[src/rtl/uart_tx_fifo.sv]
`timescale 1ns / 1ps
`default_nettype none
// ============================================================================
//  Module   : uart_tx_fifo
//  Purpose  : Parametrised UART transmitter with an input FIFO. Words pushed
//             while a frame is on the line are queued and sent back-to-back
//             with no idle gap between frames.
//             Frame = start(0), DATA_W data bits LSB first, optional parity
//             bit, STOP_BITS stop bits(1). Each bit lasts CLKS_PER_BIT clocks.
//  Ports    : clk   in  1       rising-edge clock
//             rst   in  1       asynchronous active-high reset
//             x     in  DATA_W  word to queue, sampled on the accept edge
//             start in  1       push request, accepted when ready=1
//             tx    out 1       serial line, idle high, registered
//             ready out 1       FIFO not full
//             busy  out 1       frame in progress
//  Revision : 1.0  initial release
// ============================================================================
module uart_tx_fifo #(
    parameter int DATA_W       = 8,   // 5..9
    parameter int CLKS_PER_BIT = 16,  // >= 1
    parameter int PARITY       = 0,   // 0 none, 1 odd, 2 even
    parameter int STOP_BITS    = 1,   // 1 or 2
    parameter int FIFO_DEPTH   = 4    // power of two, >= 2
) (
    input  logic              clk,
    input  logic              rst,
    input  logic [DATA_W-1:0] x,
    input  logic              start,
    output logic              tx,
    output logic              ready,
    output logic              busy
);

    // ------------------------------------------------------------------
    // Derived widths and constants
    // ------------------------------------------------------------------
    localparam int c_ptr_w  = (FIFO_DEPTH > 1)   ? $clog2(FIFO_DEPTH)   : 1;
    localparam int c_cnt_w  = c_ptr_w + 1;
    localparam int c_baud_w = (CLKS_PER_BIT > 1) ? $clog2(CLKS_PER_BIT) : 1;
    localparam int c_bit_w  = (DATA_W > 1)       ? $clog2(DATA_W)       : 1;

    localparam logic [c_baud_w-1:0] c_baud_last = c_baud_w'(CLKS_PER_BIT - 1);
    localparam logic [c_baud_w-1:0] c_baud_one  = c_baud_w'(1);
    localparam logic [c_bit_w-1:0]  c_data_last = c_bit_w'(DATA_W - 1);
    localparam logic [c_bit_w-1:0]  c_stop_last = c_bit_w'(STOP_BITS - 1);
    localparam logic [c_bit_w-1:0]  c_bit_one   = c_bit_w'(1);
    localparam logic [c_ptr_w-1:0]  c_ptr_one   = c_ptr_w'(1);
    localparam logic [c_cnt_w-1:0]  c_cnt_one   = c_cnt_w'(1);
    localparam logic [c_cnt_w-1:0]  c_cnt_full  = c_cnt_w'(FIFO_DEPTH);

    // ------------------------------------------------------------------
    // FSM encoding
    // ------------------------------------------------------------------
    typedef enum logic [2:0] {
        ST_IDLE   = 3'd0,
        ST_START  = 3'd1,
        ST_DATA   = 3'd2,
        ST_PARITY = 3'd3,
        ST_STOP   = 3'd4
    } state_t;

    // ------------------------------------------------------------------
    // Declarations
    // ------------------------------------------------------------------
    logic [DATA_W-1:0]   r_mem [FIFO_DEPTH];
    logic [c_ptr_w-1:0]  r_wr_ptr;
    logic [c_ptr_w-1:0]  r_rd_ptr;
    logic [c_cnt_w-1:0]  r_count;

    state_t              r_state;
    logic [c_baud_w-1:0] r_baud;
    logic [c_bit_w-1:0]  r_bit;
    logic [DATA_W-1:0]   r_shift;
    logic                r_par;
    logic                r_tx;

    state_t              w_state_nxt;
    logic [c_baud_w-1:0] w_baud_nxt;
    logic [c_bit_w-1:0]  w_bit_nxt;
    logic [DATA_W-1:0]   w_shift_nxt;
    logic                w_par_nxt;
    logic                w_tx_nxt;

    logic                w_push;
    logic                w_pop;
    logic                w_empty;
    logic                w_baud_end;
    logic [DATA_W-1:0]   w_head;
    logic                w_head_par;

    // ------------------------------------------------------------------
    // Input FIFO
    // ------------------------------------------------------------------
    assign ready   = (r_count != c_cnt_full);
    assign w_empty = (r_count == '0);
    assign w_push  = start & ready;
    assign w_head  = r_mem[r_rd_ptr];

    // Storage has no reset: reset clears the pointers/count, which is
    // enough to discard every queued word.
    always_ff @(posedge clk) begin
        if (w_push) begin
            r_mem[r_wr_ptr] <= x;
        end
    end

    // Depth is a power of two, so the pointers wrap naturally.
    always_ff @(posedge clk or posedge rst) begin
        if (rst) begin
            r_wr_ptr <= '0;
            r_rd_ptr <= '0;
            r_count  <= '0;
        end else begin
            if (w_push) begin
                r_wr_ptr <= r_wr_ptr + c_ptr_one;
            end
            if (w_pop) begin
                r_rd_ptr <= r_rd_ptr + c_ptr_one;
            end
            case ({w_push, w_pop})
                2'b10:   r_count <= r_count + c_cnt_one;
                2'b01:   r_count <= r_count - c_cnt_one;
                default: r_count <= r_count;
            endcase
        end
    end

    // ------------------------------------------------------------------
    // Parity of the FIFO head, captured together with the word at pop
    // time so the shift register is free to move during the data bits.
    // ------------------------------------------------------------------
    generate
        if (PARITY == 1) begin : g_par_odd
            assign w_head_par = ~(^w_head);
        end else if (PARITY == 2) begin : g_par_even
            assign w_head_par = ^w_head;
        end else begin : g_par_none
            assign w_head_par = 1'b0;
        end
    endgenerate

    // ------------------------------------------------------------------
    // Transmit FSM: state register
    // ------------------------------------------------------------------
    always_ff @(posedge clk or posedge rst) begin
        if (rst) begin
            r_state <= ST_IDLE;
            r_baud  <= '0;
            r_bit   <= '0;
            r_shift <= '0;
            r_par   <= 1'b0;
            r_tx    <= 1'b1;
        end else begin
            r_state <= w_state_nxt;
            r_baud  <= w_baud_nxt;
            r_bit   <= w_bit_nxt;
            r_shift <= w_shift_nxt;
            r_par   <= w_par_nxt;
            r_tx    <= w_tx_nxt;
        end
    end

    assign w_baud_end = (r_baud == c_baud_last);

    // ------------------------------------------------------------------
    // Transmit FSM: next state and next line value.
    // tx is registered, so each branch that changes bit computes the
    // level of the *next* bit; that level appears on the same edge the
    // state changes, giving exactly CLKS_PER_BIT cycles per bit.
    // The bit counter is reused to count stop bits.
    // ------------------------------------------------------------------
    always_comb begin
        w_state_nxt = r_state;
        w_baud_nxt  = r_baud;
        w_bit_nxt   = r_bit;
        w_shift_nxt = r_shift;
        w_par_nxt   = r_par;
        w_tx_nxt    = r_tx;
        w_pop       = 1'b0;

        case (r_state)
            ST_IDLE: begin
                w_tx_nxt   = 1'b1;
                w_baud_nxt = '0;
                w_bit_nxt  = '0;
                if (!w_empty) begin
                    w_pop       = 1'b1;
                    w_state_nxt = ST_START;
                    w_shift_nxt = w_head;
                    w_par_nxt   = w_head_par;
                    w_tx_nxt    = 1'b0;
                end
            end

            ST_START: begin
                if (w_baud_end) begin
                    w_baud_nxt  = '0;
                    w_state_nxt = ST_DATA;
                    w_tx_nxt    = r_shift[0];
                end else begin
                    w_baud_nxt = r_baud + c_baud_one;
                end
            end

            ST_DATA: begin
                if (w_baud_end) begin
                    w_baud_nxt = '0;
                    if (r_bit == c_data_last) begin
                        w_bit_nxt = '0;
                        if (PARITY != 0) begin
                            w_state_nxt = ST_PARITY;
                            w_tx_nxt    = r_par;
                        end else begin
                            w_state_nxt = ST_STOP;
                            w_tx_nxt    = 1'b1;
                        end
                    end else begin
                        w_bit_nxt   = r_bit + c_bit_one;
                        w_shift_nxt = r_shift >> 1;
                        w_tx_nxt    = r_shift[1];
                    end
                end else begin
                    w_baud_nxt = r_baud + c_baud_one;
                end
            end

            ST_PARITY: begin
                if (w_baud_end) begin
                    w_baud_nxt  = '0;
                    w_bit_nxt   = '0;
                    w_state_nxt = ST_STOP;
                    w_tx_nxt    = 1'b1;
                end else begin
                    w_baud_nxt = r_baud + c_baud_one;
                end
            end

            ST_STOP: begin
                if (w_baud_end) begin
                    w_baud_nxt = '0;
                    if (r_bit == c_stop_last) begin
                        w_bit_nxt = '0;
                        // Chain straight into the next frame when a word
                        // is waiting, so there is no idle cycle.
                        if (!w_empty) begin
                            w_pop       = 1'b1;
                            w_state_nxt = ST_START;
                            w_shift_nxt = w_head;
                            w_par_nxt   = w_head_par;
                            w_tx_nxt    = 1'b0;
                        end else begin
                            w_state_nxt = ST_IDLE;
                            w_tx_nxt    = 1'b1;
                        end
                    end else begin
                        w_bit_nxt = r_bit + c_bit_one;
                    end
                end else begin
                    w_baud_nxt = r_baud + c_baud_one;
                end
            end

            default: begin
                w_state_nxt = ST_IDLE;
                w_baud_nxt  = '0;
                w_bit_nxt   = '0;
                w_tx_nxt    = 1'b1;
            end
        endcase
    end

    // ------------------------------------------------------------------
    // Outputs
    // ------------------------------------------------------------------
    assign tx   = r_tx;
    assign busy = (r_state != ST_IDLE);

endmodule
`default_nettype wire

[config.mk]
export PLATFORM = sky130hd
export DESIGN_NAME = uart_tx_fifo
export DESIGN_NICKNAME = d
export VERILOG_FILES = /design/src/rtl/uart_tx_fifo.sv
export SDC_FILE = /design/constraint.sdc
export NUM_CORES = 1
export LEC_CHECK = 0
export BUFFER_PORTS_ARGS = -buffer_cell sky130_fd_sc_hd__buf_2
export CAP_MARGIN = 20
export CORE_ASPECT_RATIO = 0.6
export CORE_MARGIN = 2
export CORE_UTILIZATION = 40
export DETAILED_ROUTE_END_ITERATION = 7
export PLACE_DENSITY_LB_ADDON = 0.25
export SYNTH_ARGS = -nofsm -noshare
export SYNTH_HDL_FRONTEND = slang
export SYNTH_SLANG_ARGS = --single-unit
[constraint.sdc]
create_clock -name clk -period 2.8 [get_ports clk]
set_input_delay 0.56 -clock clk [delete_from_list [all_inputs] [get_ports clk]]
set_output_delay 0.56 -clock clk [all_outputs]
set_load 0.05 [all_outputs]
# ---- Word-level counts from Yosys, hierarchy flattened
# Memories as Yosys holds them, arrays and structs flattened.
# Index checks and enable logic that the tools add are counted.
dict set report totals {
  in_bits 11
  out_inout_bits 3
  ramBits 32
  regBits 26
  word_cells 83
  n_memories 1
}
dict set report op_classes {
  n_addsub 6
  bitwise_logic 2
  eq_ne 17
  reduce_logical 11
  mux 38
}
# name depth width rd rd_ports_with_merged_regs write_ports line
set mem_list {}
lappend mem_list {r_mem 4 8 1 0 1 66} ;# logic [DATA_W-1:0] r_mem [FIFO_DEPTH];
# operator n
set ops {}
lappend ops {{8-bit 2-to-1 mux} 5}
lappend ops {{3-bit 2-to-1 mux} 12}
lappend ops {{8-bit one-hot mux with 3 select lines} 1}
lappend ops {{2-bit != test, second input constant} 8}
lappend ops {{3-bit one-hot mux with 5 select lines} 1}
lappend ops {{1-bit 2-to-1 mux} 13}
lappend ops {{3-bit one-hot mux with 4 select lines} 1}
lappend ops {{5-bit AND reduction} 2}
lappend ops {{3-bit logical NOT} 3}
lappend ops {{4-bit 2-to-1 mux} 2}
lappend ops {{7-bit AND reduction} 1}
lappend ops {{3-bit by 1-bit adder with 3-bit output, second input constant} 2}
lappend ops {{3-bit by 2-bit == test with 1-bit output, second input constant} 2}
lappend ops {{3-bit == test, second input constant} 2}
lappend ops {{3-bit one-hot mux with 2 select lines} 1}
lappend ops {{3-bit nonzero test} 2}
lappend ops {{1-bit one-hot mux with 5 select lines} 1}
lappend ops {{2-bit by 1-bit adder with 2-bit output, second input constant} 2}
lappend ops {{4-bit by 1-bit adder with 4-bit output, second input constant} 1}
lappend ops {{4-bit == test, second input constant} 1}
lappend ops {{4-bit AND reduction} 1}
lappend ops {{4-bit OR reduction} 1}
lappend ops {{3-bit by 1-bit == test with 1-bit output, second input constant} 1}
lappend ops {{3-bit != test, second input constant} 1}
lappend ops {{7 further kinds} 7}

# ---- Logic depth before layout (Yosys ltp)
dict set report depth {
  depth_word 7
  ltp_mapped 11
  ltp_nobuf 11
}

# ---- Worst setup path before layout
# Ideal clock, no wire load.
dict set report synth_path {
  path_kind {register to register}
  startpoint {reg r_count[0]}
  endpoint {reg r_count[2]}
  required_time_ns 2.721
  slack_ns 0.373
  t_arrival_ns 2.347
  setup_time_ns 0.079
  synth_period_minus_slack_ns 2.427
  stages_incl_launch_ff 11
  path_cell_list {dfrtp_1 -> inv_1 -> nand3_1 -> and2_1 -> inv_1 -> ha_1 -> inv_1 -> fa_1 -> xor2_1 -> nor2_1 -> xor2_1}
}
# element line
set synth_rtl {}
lappend synth_rtl {{start: declaration} 69} ;# logic [c_cnt_w-1:0] r_count;
lappend synth_rtl {{start signal: assignment} 122} ;# 2'b10: r_count <= r_count + c_cnt_one;
lappend synth_rtl {{start signal: assignment} 123} ;# 2'b01: r_count <= r_count - c_cnt_one;
lappend synth_rtl {{start signal: assignment} 124} ;# default: r_count <= r_count;
lappend synth_rtl {{3-bit != test (*)} 95} ;# assign ready = (r_count != c_cnt_full);
lappend synth_rtl {{net ready} 31} ;# output logic ready,
lappend synth_rtl {{1-bit bitwise AND (*)} 97} ;# assign w_push = start & ready;
lappend synth_rtl {{2-bit by 1-bit == test with 1-bit output / 2-bit == test (equally long branches)} 121} ;# case ({w_push, w_pop})
lappend synth_rtl {{3-bit one-hot mux with 2 select lines / 2-bit nonzero test (equally long branches)} -}
# Mark *: on every way through the listed nets, which the timed path passes. The rest lies on a longest branch.
# A chain may end at the register's enable or synchronous reset.

# ---- Final worst setup path
dict set report layout_path {
  startpoint {reg r_bit[0]}
  endpoint {reg r_count[2]}
}
dict set report layout_between {
  elab_chain_cells 6
}
# element line
set layout_rtl {}
lappend layout_rtl {{start: declaration} 73} ;# logic [c_bit_w-1:0] r_bit;
lappend layout_rtl {{start signal: assignment} 157} ;# r_bit <= w_bit_nxt;
lappend layout_rtl {{3-bit logical NOT (*)} 242} ;# if (r_bit == c_stop_last) begin
lappend layout_rtl {{1-bit 2-to-1 mux (*)} 242}
lappend layout_rtl {{1-bit 2-to-1 mux (*)} 240} ;# if (w_baud_end) begin
lappend layout_rtl {{1-bit one-hot mux with 2 select lines (*)} 182} ;# case (r_state)
lappend layout_rtl {{net w_pop} 86} ;# logic w_pop;
lappend layout_rtl {{2-bit by 1-bit == test with 1-bit output / 2-bit == test (equally long branches)} 121}
lappend layout_rtl {{3-bit one-hot mux with 2 select lines / 2-bit nonzero test (equally long branches)} -}
# Marked as above.

==> run_results.csv <==
group,metric,value,unit
status,status,"complete, no violations",
sta,setup_viol,0,
power_and_ir_drop,power_density,1060,nW/um^2
yosys,synth.distinct_cells,42,
power_and_ir_drop,switching_share,0.339,
global_routing,antenna_found_initial,0,
sta,relSlewSlack,0.591,
sta,skew,6.79,ps
yosys,synth_adder_area_share,0.0497,
job,drv_cap,0,
clocking,clk_latency,330,ps
yosys,syn_inst,180,
drt,drcViolationCount,0,
finish,diodes,0,
yosys,synth_area,2670,um^2
sta,fin_tns_setup,0,ps
sta,slew_violations,0,
yosys,synth-async-reset-ratio,0.448,
sta,max_freq,421,MHz
yosys,synthesis.nets,201,
sta,rsz0062_at_grt,"false",
floorplan,dieWidth,109,um
power_and_ir_drop,vdd_drop_max,0.000416,V
floorplan,die_area,7360,um^2
clocking,cts_buffer_depth,2,
finish,fin_nets,222,
clocking,hold_buffers,0,
finish,postLayoutCellArea,3010,um^2
yosys,synth_area_per_cell,14.8,um^2
global_routing,grt_util_all_layers,0.150,
sta,period_share,0.848,
power_and_ir_drop,intPower,0.00210,W
clocking,cts_buffers,9,
yosys,synth_xor_area_frac,0.0230,
setup_path,crit_arrival,2630,ps
setup_path,required,3050,ps
clocking,post_cts_resized,0,
placement,post-place-ws,432,ps
finish,drive_gt1_frac,0.243,
global_routing,grt_start_max_net_pins,27,
setup_path,crit_type,"flop to flop",
sta,worst_pin_slew,614,ps
power_and_ir_drop,pwr-share-seq,0.449,
yosys,synthSimpleGateAreaFrac,0.0727,
setup_path,worstSetupEndpointType,"flop",
clocking,clockRootBuffer,"clkbuf_8",
power_and_ir_drop,p_leak,1.24,nW
floorplan,initial_core_util,0.425,
floorplan,core_area,6280,um^2
sta,hold_viol_final,0,
yosys,synth-main-ff-cell,"edfxtp_1",
setup_path,path_buf_inv,2,
drt,wl_per_cell,16.0,um
setup_path,critical_path.cell_chain,"inv_1 > ha_1 > nand2b_1 > o21ai_1 > and2_1 > ha_1 > inv_1 > fa_1 > xor2_1 > nor2_1 > xor2_1",
sta,finalCriticalPeriod,2380,ps
placement,io_buffers,13,
floorplan,die_height,67.3,um
setup_path,crit_slowest_cell,"dfrtp_1",
sta,postLayoutSetupSlackWorst,424,ps
placement,dpl.hpwl,3.27,mm
worst_hold_path,hp-class,"input pin to asynchronous set/reset pin",
setup_path,critPathMaxFanout,5,
sta,hold_ws,276,ps
setup_path,max_stage_delay,410,ps
global_routing,first_global_vias,1549,
drt,detail_route.first_pass.iterations,4,
yosys,synth_compound_area_frac,0.0624,
placement,place_congestion,0.848,
setup_path,crit_family,"adder cells",
yosys,muxShareOfSynthArea,0.153,
power_and_ir_drop,p_comb_frac,0.323,
clocking,htreeDepth,3,
yosys,synth_top_family_by_area,"multiplexers",
drt,wl,4.64,mm
floorplan,rows,22,
clocking,cts_setup_buffers,0,
yosys,ys_warn_count,0,
global_routing,grt_pass1_wl,7.85,mm
setup_path,worstSetupStartpointType,"flop",
drt,via_per_inst,5.18,
clocking,clk_pin_slew_worst_paths,60,ps
global_routing,grt_overflow,0,
drt,vias,1502,
drt,drt-initial-drc-count,74,
yosys,synth_seq_area_share,0.605,
clocking,cts_tree,"yes",
drt,antenna_left,0,
finish,area_growth,12.9,%
power_and_ir_drop,pwr-share-clk,0.227,
power_and_ir_drop,netSwitchingPower,0.00108,W
yosys,synth_edf_count,32,
clocking,clock-sinks,58,
placement,place_area,2820,um^2
floorplan,ios,14,
yosys,ys_ff_latch,58,
[cells in the mapped netlist (3+ instances only)]
master	number	area (um^2)
nor2_1	5	18.8
inv_1	13	48.8
a21oi_1	3	15.0
nor3b_1	3	22.5
xor2_1	3	26.3
a22oi_1	3	22.5
nand2_1	3	11.3
ha_1	9	113
o21ai_0	3	15.0
and3_1	6	37.5
mux4_2	8	180
o21ai_1	5	25.0
xnor2_1	4	35.0
clkbuf_1	3	11.3
mux2_1	9	101
edfxtp_1	32	961
and2_1	3	18.8
nand3_1	4	20.0
dfrtp_1	25	626
mux2_4	7	105
[power groups by stage]
stage	Sequential [W]	Clock (W)	Combinational (W)
after floorplan	0.00132	0	0.000898
after global placement	0.00142	0	0.000984
after detailed placement	0.00144	0	0.00104
after CTS	0.00143	0.000743	0.00104
after global routing	0.00147	0.000789	0.00114
final	0.00143	0.000723	0.00103
[layout make-up]
cell class,instances,area (um^2)
clock buffer,10,128
clock inverter,6,58.8
fill,548,3270
inverter,13,48.8
multi-input combinational,102,962
sequential,58,1610
tap,84,105
timing repair buffer,17,95.1
[path summary, 6_finish.rpt]
kind	startpoint	end	slack (ps)	depth (start not counted)
max	r_bit[0]	r_count[2]	420	11
min	rst	r_wr_ptr[1]	280	3
max reg2reg	r_bit[0]	r_count[2]	420	11
min reg2reg	r_count[0]	r_count[0]	500	1
max in group asynchronous	rst	tx	2220	3
min in group clk	x[2]	r_mem[0][2]	440	1
[state kept, by name (all words and copies together), names as in the netlist]
name,cells
r_bit,3
tx,1
r_state,3
r_mem,32
r_shift,8
r_baud,4
r_rd_ptr,2
r_count,3
r_wr_ptr,2
[worst reg2reg max path: stages, from the launching register on]
cell	delay, ps
dfrtp_1	410
inv_1	70
ha_1	160
nand2b_1	130
o21ai_1	180
and2_1	250
ha_1	220
inv_1	60
fa_1	390
xor2_1	160
nor2_1	110
xor2_1	160
[cell families (layout without fill, tap and decap cells)]
logic type | Yosys count | count (layout)
xor gates and xnor gates | 7 | 7
AOI/OAI and AO/OA | 25 | 25
and+or+nand+nor | 34 | 34
buffers and inverters | 20 | 46
DFF | 58 | 58
muxes | 26 | 26
adders and majority gates | 10 | 10
[cells in the final DEF (no fill, tap or decap), types with 3 or more instances in the layout]
cell	instances
edfxtp_1	32
o21ai_0	3
buf_2	13
buf_4	4
a22oi_1	3
xnor2_1	4
nor2_1	5
nor3b_1	3
dfrtp_1	25
nand2_1	3
inv_1	13
and2_1	3
mux4_2	8
o21ai_1	5
a21oi_1	3
nand3_1	4
xor2_1	3
mux2_4	7
mux2_1	9
clkbuf_8	9
ha_1	9
and3_1	6
[stage by stage]
stage | cells | power, W | utilization
global route | 290 | 0.00340 | 0.480
finish | 290 | 0.00318 | 0.480
floorplan | 180 | 0.00222 | -
global placement | 274 | 0.00241 | 0.450
detailed placement | 274 | 0.00248 | 0.450
CTS | 290 | 0.00322 | 0.480
[per-layer routing]
metal  wire length, um  global-route usage
met4                55              0.0570
met5                 0                   0
met3               189              0.0608
met1              2280               0.196
met2              2120               0.225
No activity file was read; power rests on OpenSTA's default activity.
